==> src/rtl/btn_debounce.sv <==
// Two-button debouncer with press and auto-repeat pulse generation.
// Latency: level and first pulse at 2+DB_CYCLES edges after a clean raw edge; no backpressure.

// One button: synchronizer, debounce counter and press/hold/repeat FSM.
// Latency: stable level and first pulse request at 2+DB_CYCLES edges.
// No backpressure: fire is a combinational strobe registered by the parent.
module btn_debounce_chan #(
  parameter int unsigned DB_CYCLES     = 4,
  parameter int unsigned HOLD_CYCLES   = 16,
  parameter int unsigned REPEAT_CYCLES = 8
) (
  input  logic clk,
  input  logic reset,
  input  logic raw,
  output logic level,
  output logic level_d,
  output logic fire
);

  localparam logic [15:0] DB_LAST   = 16'(DB_CYCLES - 1);
  localparam logic [15:0] HOLD_LAST = (HOLD_CYCLES == 0) ? 16'd0 : 16'(HOLD_CYCLES - 1);
  localparam logic [15:0] REP_LAST  = 16'(REPEAT_CYCLES - 1);

  typedef enum logic [1:0] {
    IDLE   = 2'd0,
    HOLD   = 2'd1,
    REPEAT = 2'd2
  } state_t;

  logic [1:0]  sync_q;
  logic        sync;
  logic [15:0] db_cnt_q;
  logic [15:0] db_cnt_d;
  logic        accept;
  logic        rise;
  logic        fall;
  state_t      state_q;
  state_t      state_d;
  logic [15:0] rep_cnt_q;
  logic [15:0] rep_cnt_d;

  always_ff @(posedge clk or posedge reset) begin
    if (reset) begin
      sync_q <= 2'b00;
    end else begin
      sync_q <= {sync_q[0], raw};
    end
  end

  assign sync = sync_q[1];

  // Any agreement between sync and the stable level restarts the count.
  always_comb begin
    db_cnt_d = 16'd0;
    level_d  = level;
    accept   = 1'b0;
    if (sync != level) begin
      if (db_cnt_q == DB_LAST) begin
        accept  = 1'b1;
        level_d = sync;
      end else begin
        db_cnt_d = db_cnt_q + 16'd1;
      end
    end
  end

  assign rise = accept & sync;
  assign fall = accept & ~sync;

  always_ff @(posedge clk or posedge reset) begin
    if (reset) begin
      level    <= 1'b0;
      db_cnt_q <= 16'd0;
    end else begin
      level    <= level_d;
      db_cnt_q <= db_cnt_d;
    end
  end

  // The FSM reacts to the accept event itself so the pulse lands on the same edge as the level.
  always_comb begin
    state_d   = state_q;
    rep_cnt_d = rep_cnt_q;
    fire      = 1'b0;
    unique case (state_q)
      IDLE: begin
        rep_cnt_d = 16'd0;
        if (rise) begin
          fire    = 1'b1;
          state_d = HOLD;
        end
      end
      HOLD: begin
        if (fall) begin
          state_d   = IDLE;
          rep_cnt_d = 16'd0;
        end else if (HOLD_CYCLES == 0) begin
          rep_cnt_d = 16'd0;
        end else if (rep_cnt_q == HOLD_LAST) begin
          fire      = 1'b1;
          rep_cnt_d = 16'd0;
          state_d   = REPEAT;
        end else begin
          rep_cnt_d = rep_cnt_q + 16'd1;
        end
      end
      REPEAT: begin
        if (fall) begin
          state_d   = IDLE;
          rep_cnt_d = 16'd0;
        end else if (rep_cnt_q == REP_LAST) begin
          fire      = 1'b1;
          rep_cnt_d = 16'd0;
        end else begin
          rep_cnt_d = rep_cnt_q + 16'd1;
        end
      end
      default: begin
        state_d   = IDLE;
        rep_cnt_d = 16'd0;
      end
    endcase
  end

  always_ff @(posedge clk or posedge reset) begin
    if (reset) begin
      state_q   <= IDLE;
      rep_cnt_q <= 16'd0;
    end else begin
      state_q   <= state_d;
      rep_cnt_q <= rep_cnt_d;
    end
  end

endmodule

// Increment/decrement button front end for the PWM stage.
// Latency: level and first pulse at 2+DB_CYCLES edges after a clean raw edge.
// No backpressure: pulses are dropped, never queued, while both buttons are held.
module btn_debounce #(
  parameter int unsigned DB_CYCLES     = 4,
  parameter int unsigned HOLD_CYCLES   = 16,
  parameter int unsigned REPEAT_CYCLES = 8
) (
  input  logic clk,
  input  logic reset,
  input  logic btn_incr_raw,
  input  logic btn_decr_raw,
  output logic incr_pulse,
  output logic decr_pulse,
  output logic incr_level,
  output logic decr_level
);

  logic incr_level_d;
  logic decr_level_d;
  logic incr_fire;
  logic decr_fire;
  logic conflict;

  btn_debounce_chan #(
    .DB_CYCLES     (DB_CYCLES),
    .HOLD_CYCLES   (HOLD_CYCLES),
    .REPEAT_CYCLES (REPEAT_CYCLES)
  ) u_incr (
    .clk     (clk),
    .reset   (reset),
    .raw     (btn_incr_raw),
    .level   (incr_level),
    .level_d (incr_level_d),
    .fire    (incr_fire)
  );

  btn_debounce_chan #(
    .DB_CYCLES     (DB_CYCLES),
    .HOLD_CYCLES   (HOLD_CYCLES),
    .REPEAT_CYCLES (REPEAT_CYCLES)
  ) u_decr (
    .clk     (clk),
    .reset   (reset),
    .raw     (btn_decr_raw),
    .level   (decr_level),
    .level_d (decr_level_d),
    .fire    (decr_fire)
  );

  // Judged on the levels that become visible on this edge, so no pulse ever coexists with two lit LEDs.
  assign conflict = incr_level_d & decr_level_d;

  always_ff @(posedge clk or posedge reset) begin
    if (reset) begin
      incr_pulse <= 1'b0;
      decr_pulse <= 1'b0;
    end else begin
      incr_pulse <= incr_fire & ~conflict;
      decr_pulse <= decr_fire & ~conflict;
    end
  end

endmodule

==> config.mk <==
export PLATFORM = sky130hd
export DESIGN_NAME = btn_debounce
export DESIGN_NICKNAME = d
export VERILOG_FILES = /design/src/rtl/btn_debounce.sv
export SDC_FILE = /design/constraint.sdc
export NUM_CORES = 1
export LEC_CHECK = 0
export CAP_MARGIN = 10
export CORE_AREA = 4 4 105 107
export CTS_CLUSTER_SIZE = 16
export DETAILED_ROUTE_END_ITERATION = 6
export DIE_AREA = 0 0 109 111
export HOLD_SLACK_MARGIN = 0.05
export PLACE_DENSITY_LB_ADDON = 0.25
export SLEW_MARGIN = 20
export SYNTH_ARGS = -nofsm -noshare
export SYNTH_HDL_FRONTEND = slang
export SYNTH_SLANG_ARGS = --single-unit
==> constraint.sdc <==
create_clock -name clk -period 6.9 [get_ports clk]
set_clock_uncertainty 0.05 [all_clocks]
set_input_delay 2.07 -clock clk [delete_from_list [all_inputs] [get_ports clk]]
set_output_delay 2.07 -clock clk [all_outputs]
set_load 0.02 [all_outputs]
* Word level (Yosys, flattened, before mapping)
Index checks and enable logic that the tools add are counted.
Storage, ports and cells: register bits after elaboration 76, input bits 4
Cells by class: $add $sub $neg 4, eq/ne operators 18, mux-type cells 44, bitwise logic cells 10, reduce and logical (&&, ||, !) cells 4
Operators by type and width (count):
- $mux 16 | 12
- $add 16x1->16 const B | 4
- $pmux 16 s2 | 2
- $eq 16x2->1 const B | 2
- $eq 16x3->1 const B | 2
- $eq 16x4->1 const B | 2
- $mux 1 | 18
- $mux 2 | 8
- $pmux 2 s3 | 2
- $ne 2x1->1 const B | 4
- $and 1x1->1 | 7
- $ne 3x1->1 const B | 2
- $pmux 1 s3 | 2
- $reduce_and 3->1 | 2
- $eq 2x1->1 const B | 2
- $eq 2x2->1 const B | 2
- $logic_not 2->1 | 2
- $not 1->1 | 3
- $ne 1x1->1 | 2

* Logic depth before layout (Yosys ltp)
depth after elaboration 7, mapped depth 7, gate-level depth less buffers 6

* Modules after synthesis
From an unflattened synthesis, not the netlist that was laid out.
Unflattened totals: cells, all modules 391, area, all modules 3900.0 um^2
By module, submodules not included:
- btn_debounce_chan | instances 2, cells an instance 193, area each 1915.6 um^2
- btn_debounce | instances 1, cells an instance 5, area each 68.8 um^2

* Worst setup path after synthesis
Ideal clock, no wire load.
kind register -> output, start point reg u_decr.level, end point out decr_level, arrival time 490 ps, required time 4780 ps, setup slack 4290 ps, cell stages (with the launch flop) 1, path buffers 0, cells stage by stage dfrtp_1
RTL lines:
- from (decl) | RTL line 15 | output logic level,
- from (signal assigned) | RTL line 75 | level <= level_d;
- to (decl) | RTL line 152 | output logic decr_level
No word-level cell between the ends.

* Final worst setup path
start point reg u_decr.level, end point out decr_level
No word-level cell between the ends.

==> out/qor.yml <==
antenna_found_initial: 0
start_util_pct: 38.7
port_buffers: 7
pwr_density_cell_nw_per_um2: 241
multiInputGateArea_sq_um: 1920
layout_common_cells: "dfrtp_1, nor2_1, xnor2_1, nand3_1, xor2_1"
setup_ws_ns: 3.34
place_congestion: 0.816
critPathRequiredTime_ns: 4.78
dieArea_sq_um: 12100
endpoint_kind: "primary output"
holdPathStages: 0
vias: 2674
synth-seq-cells: 76
boundaryPins: 8
leakagePower_uw: 0.00172
drc: 0
swShare_pct: 30.0
clock_path_buffers: 2
synth_nets: 401
hold_viol_final: 0
numCtsBuffers: 9
cts_root_buf: "clkbuf_8"
grt_pass1_wl_um: 12000
cts_tree: "built"
die_y_um: 111
dp_hpwl_um: 4730
h-tree-depth: 3
pwr-share-clk_pct: 32.7
slew_headroom_pct: 51.0
slowest_stage: "clkdlybuf4s50_1"
postSynthAreaPerCell_sq_um: 10.2
syn_inst: 385
period_share_pct: 51.5
rows: 37
regArea_sq_um: 1900
p_int_uw: 732
reg2reg_depth: 6
max_freq_ghz: 0.281
syn_area_sq_um: 3920
fill_cells: 952
tns_ns: 0
wl_per_cell_um: 12.6
ys_seq_area_share_pct: 48.5
grt_pass1_vias: 2648
cp.arrival_ns: 1.44
fin_crit_ns: 3.56
nets: 415
viasPerCell: 4.96
pre_cts_slack_ns: 3.20
ant_nets: 0
slowest_delay_ns: 0.65
wirelength_um: 6790
setup_viol_count_final: 0
synth_cell_types: 47
clock_latency_ns: 0.34
drtIter0Drc: 111
cts_sinks: 76
grt_start_max_net_pins: 42
status: "finished clean"
tightest_slew_ns: 0.734
postCtsSetupRepairBufs: 0
min_path_type: "reg2reg"
cp_max_fo: 7
ys_warn_count: 0
area.growth.synth_to_final_pct: 10.5
critPathKind: "reg2out"
critPathTopFamily: "buffers and inverters"
hold_buffers: 0
p_sw_uw: 314
gr-total-overflow: 0
clkTransAtPathRegs_ns: 0.07
dr.pass1.iters: 4
crit_buf_inv: 1
die_w_um: 109
cp.depth: 1
cts-resized-gates: 0
pwr-share-comb_pct: 19.0
layout-drive-gt1-share_pct: 12.2
grt.total_usage_pct: 12.2
antennaDiodeCount: 0
pwr-share-seq_pct: 48.3
rsz0062_at_grt: "no"
crit_path_start_kind: "flop"
core_area_sq_um: 10100
final_common_cell: "dfrtp_1"
path_cells: "clkdlybuf4s50_1"
peakVddDrop_uv: 132
drv_cap: 0
final_max_slew_viol_count: 0
-- worst paths after layout --
kind	start	end	slack (ns)
setup reg to reg	u_incr.db_cnt_q[0]$_DFF_PP0_	u_incr.rep_cnt_q[15]$_DFF_PP0_	4.78
setup / recovery	u_decr.level$_DFF_PP0_	decr_level	3.34
hold / removal	u_incr.sync_q[0]$_DFF_PP0_	u_incr.sync_q[1]$_DFF_PP0_	0.31
hold reg to reg	u_incr.sync_q[0]$_DFF_PP0_	u_incr.sync_q[1]$_DFF_PP0_	0.31
min in group asynchronous	reset	u_incr.rep_cnt_q[12]$_DFF_PP0_	2.13
max in group asynchronous	reset	u_decr.rep_cnt_q[8]$_DFF_PP0_	3.66
-- sequential cells by signal, indices dropped and copies added (netlist names) --
| register | flops |
|---|---|
| u_decr.db_cnt_q | 16 |
| decr_pulse | 1 |
| u_incr.rep_cnt_q | 16 |
| u_decr.level | 1 |
| u_incr.sync_q | 2 |
| u_decr.sync_q | 2 |
| u_incr.state_q | 2 |
| u_incr.db_cnt_q | 16 |
| incr_pulse | 1 |
| u_decr.rep_cnt_q | 16 |
| u_incr.level | 1 |
| u_decr.state_q | 2 |
-- power groups by stage --
stage / Sequential, uW / Combinational [uW] / Clock, uW
floorplan: 515 / 150 / 0
global placement: 512 / 196 / 0
detailed placement: 514 / 199 / 0
CTS: 505 / 200 / 353
global route: 511 / 224 / 369
finish: 505 / 199 / 342
-- worst reg2reg max path, cell delays in order, from the launching register on --
cell	delay, ns
dfrtp_1	0.39
ha_1	0.23
nor4b_2	0.27
nand4_2	0.23
or3_4	0.43
o211ai_4	0.27
nor2_1	0.11
-- layer usage --
layer	up-vias	routed length, um	GRT usage (%)
met5	-	0	0
met4	0	188	5.89
met3	16	159	2.74
met2	27	3080	18.4
met1	1280	3350	16.3
li1	1351	-	-
-- stage by stage --
step                      instance area (sq um)  utilization (%)  total power, uW  hold slack [ns]  cells
after global routing                       4330             42.7             1100            0.309    539
after detailed placement                   4130             40.7              713            0.290    524
after floorplan                            3920                -              664            0.281    385
after CTS                                  4330             42.7             1060            0.308    539
after global placement                     4130             40.7              709            0.301    524
final                                      4330             42.7             1050            0.306    539
-- cell usage after synthesis (all sizes together) --
cell | count | area [sq um]
ha | 12 | 150
a311oi | 1 | 8.76
o22ai | 1 | 6.26
mux2 | 2 | 26.3
a21o | 1 | 7.51
and3 | 11 | 71.3
inv | 18 | 67.6
a21oi | 8 | 40.0
a31oi | 1 | 12.5
buf | 4 | 37.5
nand2 | 18 | 67.6
and4 | 2 | 17.5
nand3 | 23 | 115
and4b | 1 | 10.0
nor3 | 10 | 50.1
nor4 | 13 | 138
nor2 | 72 | 295
o211ai | 4 | 43.8
o21ai | 7 | 35.0
nor3b | 4 | 30.0
or3 | 9 | 61.3
and2 | 5 | 33.8
clkbuf | 1 | 3.75
xor2 | 22 | 193
o311ai | 1 | 8.76
nand4b | 1 | 15.0
xnor2 | 31 | 272
o21a | 1 | 7.51
dfrtp | 76 | 1900
nand3b | 1 | 7.51
o41ai | 1 | 8.76
nor4b | 2 | 30.0
nand4 | 14 | 93.8
nor2b | 3 | 18.8
a21boi | 1 | 7.51
mux2i | 3 | 30.0
-- cell families (layout without fill, tap and decap cells) --
kind of cell	count (synthesis)	count (layout)	synth area share [%]
AND/OR/NAND/NOR	189	189	26.9
flip-flops	76	76	48.5
XOR/XNOR	53	53	11.8
AO/OA/AOI/OAI	27	27	4.75
buffers and inverters	23	41	2.78
adder cells (fa/ha/maj)	12	12	3.83
multiplexers	5	5	1.44
-- cell type report --
type	count	share of cell area, %
Tap cell	136	3.93
Clock inverter	4	1.13
Clock buffer	11	3.49
Timing Repair Buffer	8	1.79
Sequential cell	76	43.9
Inverter	18	1.56
Multi-Input combinational cell	286	44.2
(Power assumes the default switching activity.)
